File: config.mk
export PLATFORM = sky130hd
export DESIGN_NAME = imem_loader_flat
export DESIGN_NICKNAME = d
export VERILOG_FILES = /design/src/rtl/imem_loader_if.sv /design/src/rtl/imem_loader.sv /design/src/flat_wrapper.sv
export SDC_FILE = /design/constraint.sdc
export NUM_CORES = 1
export LEC_CHECK = 0
export ABC_CLOCK_PERIOD_IN_PS = 2000
export BUFFER_PORTS_ARGS = -buffer_cell sky130_fd_sc_hd__buf_2
export CAP_MARGIN = 10
export CORE_MARGIN = 5
export CORE_UTILIZATION = 30
export DETAILED_ROUTE_END_ITERATION = 10
export PLACE_DENSITY = 0.6
export SETUP_SLACK_MARGIN = 0.02
export SYNTH_ARGS = -nofsm -noshare
export SYNTH_HDL_FRONTEND = slang
export SYNTH_SLANG_ARGS = --single-unit
File: constraint.sdc
create_clock -name clk -period 2 [get_ports clk]
set_input_delay 0.2 -clock clk [delete_from_list [all_inputs] [get_ports clk]]
set_output_delay 0.2 -clock clk [all_outputs]
set_load 0.05 [all_outputs]
File: src/rtl/imem_loader_if.sv
// Byte-stream input and instruction-memory write bus of the program loader.
// The master side feeds bytes and observes status; the slave side is the loader.
interface imem_loader_if #(
    parameter int N      = 32,
    parameter int ADDR_W = 6
);
    logic              start;
    logic              rx_valid;
    logic [7:0]        rx_data;
    logic              rx_ready;
    logic              we;
    logic [ADDR_W-1:0] waddr;
    logic [N-1:0]      wdata;
    logic              busy;
    logic              done;
    logic              error;
    logic              cpu_hold;
    logic [ADDR_W:0]   words_loaded;

    modport master (
        output start, rx_valid, rx_data,
        input  rx_ready, we, waddr, wdata, busy, done, error, cpu_hold, words_loaded
    );

    modport slave (
        input  start, rx_valid, rx_data,
        output rx_ready, we, waddr, wdata, busy, done, error, cpu_hold, words_loaded
    );
endinterface

File: src/rtl/imem_loader.sv
// Loads a program into instruction memory from a byte stream: count header,
// MSB-first instruction bytes, XOR checksum. Holds the CPU in reset until done.
module imem_loader #(
    parameter int N      = 32,
    parameter int ADDR_W = 6
) (
    input  logic         clk,
    input  logic         reset,
    imem_loader_if.slave bus
);
    localparam int B     = N / 8;
    localparam int BC_W  = (B > 1) ? $clog2(B) : 1;
    localparam int CNT_W = ADDR_W + 1;
    localparam logic [8:0]      DEPTH     = 9'(2 ** ADDR_W);
    localparam logic [BC_W-1:0] LAST_BYTE = BC_W'(B - 1);

    typedef enum logic [2:0] {
        S_IDLE,
        S_HDR,
        S_DATA,
        S_WRITE,
        S_CSUM,
        S_DONE,
        S_ERROR
    } state_t;

    state_t            state_reg, state_next;
    logic [ADDR_W-1:0] addr_reg, addr_next;
    logic [BC_W-1:0]   byte_cnt_reg, byte_cnt_next;
    logic [7:0]        csum_reg, csum_next;
    logic [CNT_W-1:0]  words_reg, words_next;
    logic [CNT_W-1:0]  count_reg, count_next;
    logic [N-1:0]      wdata_reg, wdata_next;

    logic              rx_ready_int;
    logic              accept;
    logic              hdr_ok;
    logic [N-1:0]      shifted;
    logic [CNT_W-1:0]  words_inc;

    // Byte lanes move up by one position; the new byte enters at the bottom,
    // so the first byte of a word ends up in the MSB lane.
    generate
        for (genvar gi = 0; gi < B; gi++) begin : g_lane
            if (gi == 0) begin : g_low
                assign shifted[7:0] = bus.rx_data;
            end else begin : g_up
                assign shifted[gi*8 +: 8] = wdata_reg[(gi-1)*8 +: 8];
            end
        end
    endgenerate

    assign rx_ready_int = (state_reg == S_HDR) || (state_reg == S_DATA) ||
                          (state_reg == S_CSUM);
    assign accept       = bus.rx_valid && rx_ready_int;
    assign hdr_ok       = (bus.rx_data != 8'd0) && ({1'b0, bus.rx_data} <= DEPTH);
    assign words_inc    = words_reg + CNT_W'(1);

    always_ff @(posedge clk or posedge reset) begin
        if (reset) begin
            state_reg    <= S_IDLE;
            addr_reg     <= '0;
            byte_cnt_reg <= '0;
            csum_reg     <= '0;
            words_reg    <= '0;
            count_reg    <= '0;
            wdata_reg    <= '0;
        end else begin
            state_reg    <= state_next;
            addr_reg     <= addr_next;
            byte_cnt_reg <= byte_cnt_next;
            csum_reg     <= csum_next;
            words_reg    <= words_next;
            count_reg    <= count_next;
            wdata_reg    <= wdata_next;
        end
    end

    always_comb begin
        state_next    = state_reg;
        addr_next     = addr_reg;
        byte_cnt_next = byte_cnt_reg;
        csum_next     = csum_reg;
        words_next    = words_reg;
        count_next    = count_reg;
        wdata_next    = wdata_reg;

        case (state_reg)
            S_IDLE, S_DONE, S_ERROR: begin
                if (bus.start) begin
                    state_next    = S_HDR;
                    addr_next     = '0;
                    byte_cnt_next = '0;
                    csum_next     = '0;
                    words_next    = '0;
                end
            end
            S_HDR: begin
                if (accept) begin
                    if (hdr_ok) begin
                        count_next = CNT_W'(bus.rx_data);
                        state_next = S_DATA;
                    end else begin
                        state_next = S_ERROR;
                    end
                end
            end
            S_DATA: begin
                if (accept) begin
                    wdata_next = shifted;
                    csum_next  = csum_reg ^ bus.rx_data;
                    if (byte_cnt_reg == LAST_BYTE) begin
                        byte_cnt_next = '0;
                        state_next    = S_WRITE;
                    end else begin
                        byte_cnt_next = byte_cnt_reg + BC_W'(1);
                    end
                end
            end
            S_WRITE: begin
                words_next = words_inc;
                // The address stays on the final word so waddr never passes C-1.
                if (words_inc == count_reg) begin
                    state_next = S_CSUM;
                end else begin
                    addr_next  = addr_reg + ADDR_W'(1);
                    state_next = S_DATA;
                end
            end
            S_CSUM: begin
                if (accept) begin
                    state_next = (bus.rx_data == csum_reg) ? S_DONE : S_ERROR;
                end
            end
            default: state_next = S_IDLE;
        endcase
    end

    assign bus.rx_ready     = rx_ready_int;
    assign bus.we           = (state_reg == S_WRITE);
    assign bus.waddr        = addr_reg;
    assign bus.wdata        = wdata_reg;
    assign bus.busy         = rx_ready_int || (state_reg == S_WRITE);
    assign bus.done         = (state_reg == S_DONE);
    assign bus.error        = (state_reg == S_ERROR);
    assign bus.cpu_hold     = (state_reg != S_DONE);
    assign bus.words_loaded = words_reg;
endmodule

File: src/flat_wrapper.sv
// flat-port wrapper written by rule: the top's interface ports become plain ports
module imem_loader_flat 
#(
    parameter int N      = 32,
    parameter int ADDR_W = 6
)
  (clk, reset, bus_start, bus_rx_valid, bus_rx_data, bus_rx_ready, bus_we, bus_waddr, bus_wdata, bus_busy, bus_done, bus_error, bus_cpu_hold, bus_words_loaded);
  imem_loader_if #(.N(N), .ADDR_W(ADDR_W)) bus_i ();
  input  logic clk;
  input  logic reset;
  input wire logic [$bits(bus_i.start)-1:0] bus_start;
  input wire logic [$bits(bus_i.rx_valid)-1:0] bus_rx_valid;
  input wire logic [$bits(bus_i.rx_data)-1:0] bus_rx_data;
  output wire logic [$bits(bus_i.rx_ready)-1:0] bus_rx_ready;
  output wire logic [$bits(bus_i.we)-1:0] bus_we;
  output wire logic [$bits(bus_i.waddr)-1:0] bus_waddr;
  output wire logic [$bits(bus_i.wdata)-1:0] bus_wdata;
  output wire logic [$bits(bus_i.busy)-1:0] bus_busy;
  output wire logic [$bits(bus_i.done)-1:0] bus_done;
  output wire logic [$bits(bus_i.error)-1:0] bus_error;
  output wire logic [$bits(bus_i.cpu_hold)-1:0] bus_cpu_hold;
  output wire logic [$bits(bus_i.words_loaded)-1:0] bus_words_loaded;
  assign bus_i.start = bus_start;
  assign bus_i.rx_valid = bus_rx_valid;
  assign bus_i.rx_data = bus_rx_data;
  assign bus_rx_ready = bus_i.rx_ready;
  assign bus_we = bus_i.we;
  assign bus_waddr = bus_i.waddr;
  assign bus_wdata = bus_i.wdata;
  assign bus_busy = bus_i.busy;
  assign bus_done = bus_i.done;
  assign bus_error = bus_i.error;
  assign bus_cpu_hold = bus_i.cpu_hold;
  assign bus_words_loaded = bus_i.words_loaded;
  imem_loader #(.N(N), .ADDR_W(ADDR_W)) u_core (.clk(clk), .reset(reset), .bus(bus_i));
endmodule
Word level (Yosys, flattened, before mapping)
Cells that the tools add are included.
{"block": "word_totals", "output_inout_bits": 51, "in_bits": 12, "reg_bits": 65}
{"block": "classes", "n_addsub": 3, "bitwise": 1, "muxes": 21, "reduce_logical": 16, "eq_ne": 16, "n_lt_le_gt_ge": 1}
{"operator": "$mux W3", "count": 7}
{"operator": "$mux W8", "count": 2}
{"operator": "$pmux W8 S2", "count": 1}
{"operator": "$pmux W3 S5", "count": 1}
{"operator": "$pmux W7 S2", "count": 1}
{"operator": "$mux W6", "count": 2}
{"operator": "$pmux W6 S2", "count": 1}
{"operator": "$eq A3 B3 Y1 const B", "count": 3}
{"operator": "$reduce_and A3 Y1", "count": 3}
{"operator": "$eq A8 B8 Y1", "count": 1}
{"operator": "$le A8 B7 Y1 const B", "count": 1}
{"operator": "$mux W2", "count": 4}
{"operator": "$reduce_bool A8 Y1", "count": 1}
{"operator": "$xor A8 B8 Y8", "count": 1}
{"operator": "$add A7 B1 Y7 const B", "count": 1}
{"operator": "$eq A7 B7 Y1", "count": 1}
{"operator": "$mux W7", "count": 1}
{"operator": "$add A6 B1 Y6 const B", "count": 1}
{"operator": "$eq A3 B2 Y1 const B", "count": 2}
{"operator": "$ne A2 B1 Y1 const B", "count": 3}
{"operator": "$ne A2 B2 Y1 const B", "count": 3}
{"operator": "$reduce_and A5 Y1", "count": 1}
{"operator": "$pmux W2 S2", "count": 1}
{"operator": "$reduce_and A2 Y1", "count": 2}
{"operator": "9 further kinds", "count": 13}

Longest topological paths before layout
Gate-level depths: netlist of run 1.
{"block": "depth", "ltp_word": 6, "mapped_depth": 7, "depth_no_buf": 6}

Least setup slack after synthesis of run 1
Ideal clock, no wire load.
{"block": "synth_timing", "kind": "register to register", "startpoint": "register u_core.words_reg[1], in the netlist u_core.bus.words_loaded[1]", "endpoint": "register u_core.addr_reg[1], in the netlist u_core.bus.waddr[1]", "arrival_time_ps": 2174, "setup_ps": 122, "n_path_buf": 0, "slack_ps": -296, "stages_incl_launch_ff": 7, "period_less_slack_ps": 2296, "path_cell_list": "dfrtp_1 ha_1 xor3_1 nor3_1 o21a_1 nand3_1 a32o_1"}
{"block": "synth_via", "elab_chain_len": 4}
{"element": "from (decl)", "line_no": "imem_loader.sv:31", "source": "logic [CNT_W-1:0] words_reg, words_next;"}
{"element": "from (signal assigned)", "line_no": "imem_loader.sv:73", "source": "words_reg <= words_next;"}
{"element": "$add A7 B1 Y7", "line_no": "imem_loader.sv:57", "source": "assign words_inc = words_reg + CNT_W'(1);"}
{"element": "$eq A7 B7 Y1", "line_no": "imem_loader.sv:123", "source": "if (words_inc == count_reg) begin"}
{"element": "$ne A2 B2 Y1 (no line)"}
{"element": "$reduce_and A3 Y1 (no line)"}
{"element": "to (signal assigned)", "line_no": "imem_loader.sv:70", "source": "addr_reg <= addr_next;"}
{"element": "to (decl)", "line_no": "imem_loader.sv:28", "source": "logic [ADDR_W-1:0] addr_reg, addr_next;"}
No other way between the ends.
A chain may end at the register's enable or synchronous reset.

Final worst setup path of run 1
{"block": "layout_timing", "startpoint": "register u_core.words_reg[1], in the netlist u_core.bus.words_loaded[1]", "endpoint": "register u_core.addr_reg[5], in the netlist u_core.bus.waddr[5]"}
Same word-level chain as after synthesis.

==> out/metrics.cfg, run 1 <==
[logic_synthesis]
synth_area_leaders=dfrtp_1 50%, nand2_1 13%, xor2_1 3.8%
yosysMostFrequentCell=nand2_1
synthesis.nets=375
synth_edf_count=0
synth_top_area_share_pct=49.9
synth_warnings=0
ys_seq_area_share_pct=49.9
synth_top_cell_by_area=dfrtp_1
syn_inst=360
async_reset_ff_share_pct=100
syn_avg_cell_area_um2=9.06
synth_area_mm2=0.00326
ys_ff_latch=65
synth.distinct_cells=52
synthFlopType=dfrtp_1
yosys-top-cells-count=117 x nand2_1, 65 x dfrtp_1, 21 x o21ai_0

[global_route]
antenna_found_initial=0
globalRouteTotalUtil_pct=13.2
gr-total-overflow=0
grt_max_degree=34
grt_pass1_vias=2859
grt_pass1_wl_mm=13.9

[sta]
hold_viol=0
finalClockSkew_ns=0.0104
slew_headroom_pct=64.9
setup_viol=0
worst_slew_pin_slew_ns=0.526
max_freq_mhz=525
drv_slew=0
final.period_utilization_pct=95.3
setup_ws_ns=0.0943
layout_min_cycle_time_ns=1.91
holdWs_ns=0.176
rsz0062_at_grt=yes

[cts]
clock_path_buffers=2
cts_tree=done
clk-insertion-delay-late_ns=0.35
clkSinkCount=65
ctsRootBufferMaster=clkbuf_8
h-tree-depth=3
cts.clk_slew.worst_paths_ns=0.08
cts_made_buffers=9

[setup_path]
slowest_stage=dfrtp_2
r2r-end=u_core.bus.waddr[5]$_DFFE_PP0P_
path_class=reg2reg
r2r_cells=6
worstPathRequired_ns=2.27
critPathArrivalTime_ns=2.17
critPathBufInv=0
cp-start-kind=flop
cp-end-kind=flop
crit_family=flip-flops
r2r_slack_ns=0.09
crit_fanout=5
rr_startpoint=u_core.bus.words_loaded[1]$_DFFE_PP0P_
cpPeakStageDelay_ns=0.45
crit_chain=ha_4 -> and3_1 -> xnor2_2 -> xnor2_1 -> o311ai_2 -> mux2i_1

[place]
dp.cells=560
gp_congestion=0.834
portBuffers=62
preCtsSetupSlack_ns=0.0224
placement.cell_area_mm2=0.00385
hpwl_mm=6.02

[detailed_routing]
ant_nets=0
drtIter0Drc=172
vias_per_cell=4.96
vias=2874
routed_wl_mm=8.33
dr.pass1.iters=4
avgRoutedWirePerCell_um=14.4
drc=0

[floorplan]
io_pins=63
fp.dieW_um=114
start_util_pct=30.4
die-area_mm2=0.0131
die_y_um=114
core-area_mm2=0.0107
rows=38

[cells_and_area]
drive_gt1_share_pct=28.7
synthToLayoutAreaGrowth_pct=25.2
nets=449
n_antenna_cell=0
fillers=1105
fin_cells=579
largest_reg_flops=32
final_area_mm2=0.00408

[worst_hold_path]
hold_class=in2reg
min_path_cells=2
hold_path_end=u_core.count_reg[5]$_DFFE_PP0P_
worstHoldStart=bus_rx_data[5]

[flow_run]
maxCapViolCount=0

[pwr]
peakVddDrop_v=0.00125
p_leak_uw=0.00206
power_density_mw_per_mm2=1640

[outcome]
outcome=finished, final reports clean

[cell families (layout without fill, tap and decap cells)]
family	count (synthesis)	in the layout	share of synthesized area [%]
DFF	65	65	49.9
muxes	10	10	4.22
AOI/OAI and AO/OA	67	67	12.8
xor gates and xnor gates	21	21	6.33
adders and majority gates	3	3	1.15
buffers and inverters	24	103	2.99
and+or+nand+nor	170	170	22.6
[repair_timing]
action                                  CTS  global route
resized for setup                         2             5
endpoints found under the setup margin    2            21
buffers inserted                          0             2
pin swaps                                 0             0
endpoints found under the hold margin    22             0
hold buffers                              1             0
cloned                                    0             0
[how the worst max path moves through the flow]
stage / endpoint / cells past startpoint / start
CTS: bus_busy / 4 / u_core.state_reg[2]$_DFFE_PP0P_
detailed placement: u_core.bus.waddr[1]$_DFFE_PP0P_ / 6 / u_core.bus.words_loaded[1]$_DFFE_PP0P_
finish: u_core.bus.waddr[5]$_DFFE_PP0P_ / 6 / u_core.bus.words_loaded[1]$_DFFE_PP0P_
global route: u_core.bus.waddr[5]$_DFFE_PP0P_ / 6 / u_core.bus.words_loaded[1]$_DFFE_PP0P_
floorplan: u_core.bus.waddr[1]$_DFFE_PP0P_ / 6 / u_core.bus.words_loaded[1]$_DFFE_PP0P_
global placement: u_core.count_reg[6]$_DFFE_PP0P_ / 7 / bus_rx_data[2]
[area by class of cell]
| type | instances | area, um2 | share of cell area [%] |
|---|---|---|---|
| multi-input combinational | 271 | 1590 | 38.9 |
| tap | 140 | 175 | 4.29 |
| clock buffer | 11 | 141 | 3.46 |
| sequential | 65 | 1640 | 40.0 |
| clock inverter | 5 | 40.0 | 0.980 |
| timing repair buffer | 81 | 480 | 11.8 |
| inverter | 6 | 22.5 | 0.551 |
[placed cells by master (no fill, tap or decap), types with 3 or more instances in the layout]
cell	synthesis	final
xor2_1	14	13
mux2_4	7	7
and3_1	4	4
nor3_1	5	3
o21ai_0	21	21
buf_4	0	16
buf_2	6	62
nand3_1	12	11
dfrtp_2	0	7
xnor2_1	5	5
dfrtp_1	65	58
o21ai_1	11	9
clkbuf_8	0	10
inv_1	5	4
nor2_1	14	14
a21oi_1	7	7
clkinvlp_4	0	3
nor3_2	1	3
nand2_1	117	117
nor4_1	3	3
a31oi_1	4	4
[power breakdown]
part	internal (uW)	leakage, uW	switching [uW]
registers	1790	0.000843	457
clock network	490	0.0000822	543
logic	1010	0.00114	2420
[per-layer routing]
metal	GRT usage [%]	share of wire, %	up-vias
met5	0	0	-
met4	3.88	1.5	0
met3	4.12	5.6	12
met2	21.0	47	102
met1	17.2	46	1385
li1	-	-	1375
[per-stage QoR]
stage / total power (uW) / TNS [ns] / util, %
6_report: 6710 / 0 / 38.0
5_1_grt: 7160 / -0.00474 / 38.0
4_1_cts: 6740 / 0 / 37.7
3_5_place_dp: 5660 / 0 / 35.9
3_3_place_gp: 5600 / 0 / 35.9
2_1_floorplan: 4780 / 0 / -
(Power assumes the default switching activity.)
==> run 2: changes to the inputs <==
==> constraint.sdc (replaced) <==
create_clock -name clk -period 2 [get_ports clk]
set_input_delay 0 -clock clk [delete_from_list [all_inputs] [get_ports clk]]
set_output_delay 0 -clock clk [all_outputs]
set_load 0.05 [all_outputs]
==> out/metrics.cfg, run 2 (synthesis gave the netlist of run 1 again) <==
[outcome]
outcome=finished, final reports clean

[place]
gp_congestion=0.873
hpwl_mm=5.94
portBuffers=62

[cells_and_area]
fillers=1117
nets=449
largest_reg_flops=32
multi_input_area_mm2=0.00157
layout_common_cells=117 x nand2_1, 60 x buf_2, 59 x dfrtp_1
final_common_cell=nand2_1
fin_util_pct=38.3
drive_gt1_share_pct=25.7
n_antenna_cell=0
synthToLayoutAreaGrowth_pct=26.0
regArea_mm2=0.00163

[sta]
worst_slew_pin_slew_ns=0.541
final.period_utilization_pct=93.3
rsz0062_at_grt=no
finalClockSkew_ns=0.00751
tns_ns=0
setup_viol=0
slew_headroom_pct=63.9
max_freq_mhz=536
hold_viol=0
drv_slew=0
layout_min_cycle_time_ns=1.87

[setup_path]
crit_chain=ha_4 -> and3_1 -> xnor2_2 -> xor2_1 -> buf_4 -> a41o_1 -> a32o_1
critPathArrivalTime_ns=2.09
slowest_stage=dfrtp_2
cp-end-kind=flop
critPathBufInv=1
path_class=reg2reg
crit_fanout=7
crit_family=flip-flops
cpPeakStageDelay_ns=0.47
worstPathRequired_ns=2.23
cp-start-kind=flop

[detailed_routing]
drc=0
routed_wl_mm=8.31
ant_nets=0
dr.pass1.iters=4
drtIter0Drc=147
vias=2784
avgRoutedWirePerCell_um=14.3
vias_per_cell=4.81

[cts]
clkSinkCount=65
cts.clk_slew.worst_paths_ns=0.08
ctsRootBufferMaster=clkbuf_8
h-tree-depth=3
clock_path_buffers=2
clk-insertion-delay-late_ns=0.34
cts_made_buffers=9
cts_tree=done

[floorplan]
rows=38
fp.dieW_um=114
start_util_pct=30.4
core-area_mm2=0.0107
io_pins=63
die_y_um=114
die-area_mm2=0.0131

[worst_hold_path]
hold_class=in2reg

[pwr]
p_leak_uw=0.00209
peakVddDrop_v=0.000968
power_density_mw_per_mm2=1630

[global_route]
globalRouteTotalUtil_pct=13.0
grt_max_degree=43
grt_pass1_vias=2756
gr-total-overflow=0
antenna_found_initial=0
grt_pass1_wl_mm=13.8

[flow_run]
maxCapViolCount=0

[run 2: repair_timing]
action	in CTS	in global routing
buffers inserted	0	1
hold buffers	9	0
setup endpoints to repair	0	10
resized for setup	0	7
hold endpoints to repair	45	0
[run 2: layout make-up]
cell class | instances | area share, %
inverters | 6 | 0.548
clock inverters | 5 | 1.00
repair buffers | 81 | 12.7
clock buffers | 11 | 3.44
well taps | 140 | 4.26
flip-flops and latches | 65 | 39.7
multi-input cells | 271 | 38.3
[run 2: path summary, 6_finish.rpt]
kind	start	to	slack [ns]	depth (start not counted)
max reg2reg	u_core.bus.words_loaded[1]$_DFFE_PP0P_	u_core.bus.waddr[1]$_DFFE_PP0P_	0.13	7
max in group asynchronous	reset	u_core.bus.wdata[17]$_DFFE_PP0P_	1.15	4
min	bus_rx_data[2]	u_core.csum_reg[2]$_DFFE_PP0P_	0.05	4
min reg2reg	u_core.bus.wdata[24]$_DFFE_PP0P_	u_core.bus.wdata[24]$_DFFE_PP0P_	0.48	2
min in group asynchronous	reset	u_core.bus.words_loaded[0]$_DFFE_PP0P_	0.25	3
max	u_core.bus.words_loaded[1]$_DFFE_PP0P_	u_core.bus.waddr[1]$_DFFE_PP0P_	0.13	7
[run 2: report_power, final]
| part | internal [uW] | total [uW] | switching [uW] | leakage, uW |
|---|---|---|---|---|
| sequential | 1790 | 2230 | 443 | 0.000845 |
| clock | 490 | 1030 | 539 | 0.0000857 |
| combinational | 1020 | 3430 | 2410 | 0.00115 |
| total | 3290 | 6690 | 3390 | 0.00209 |
[run 2: metrics by stage]
stage               hold WS (ns)  instances  cell area (um2)  total power (uW)  worst slack, ns
floorplan                  0.118        360             3290              4780           0.0329
detailed placement        0.0948        555             3820              5670            0.159
global route              0.0460        579             4110              7140           0.0336
global placement          0.0855        555             3820              5600            0.193
CTS                       0.0324        580             4100              6750           0.0307
finish                    0.0481        579             4110              6690            0.134
[run 2: tightest hold or removal path, delay by kind of cell]
kind            cells  cell delay (ns)
compound gates      2             0.18
buf+inv             1             0.12
simple gates        1             0.05
[run 2: layer usage]
metal	track usage, %	routed length, um
met1	17.8	3850
met2	20.2	3960
met3	3.96	487
met4	3.17	16
met5	0	0
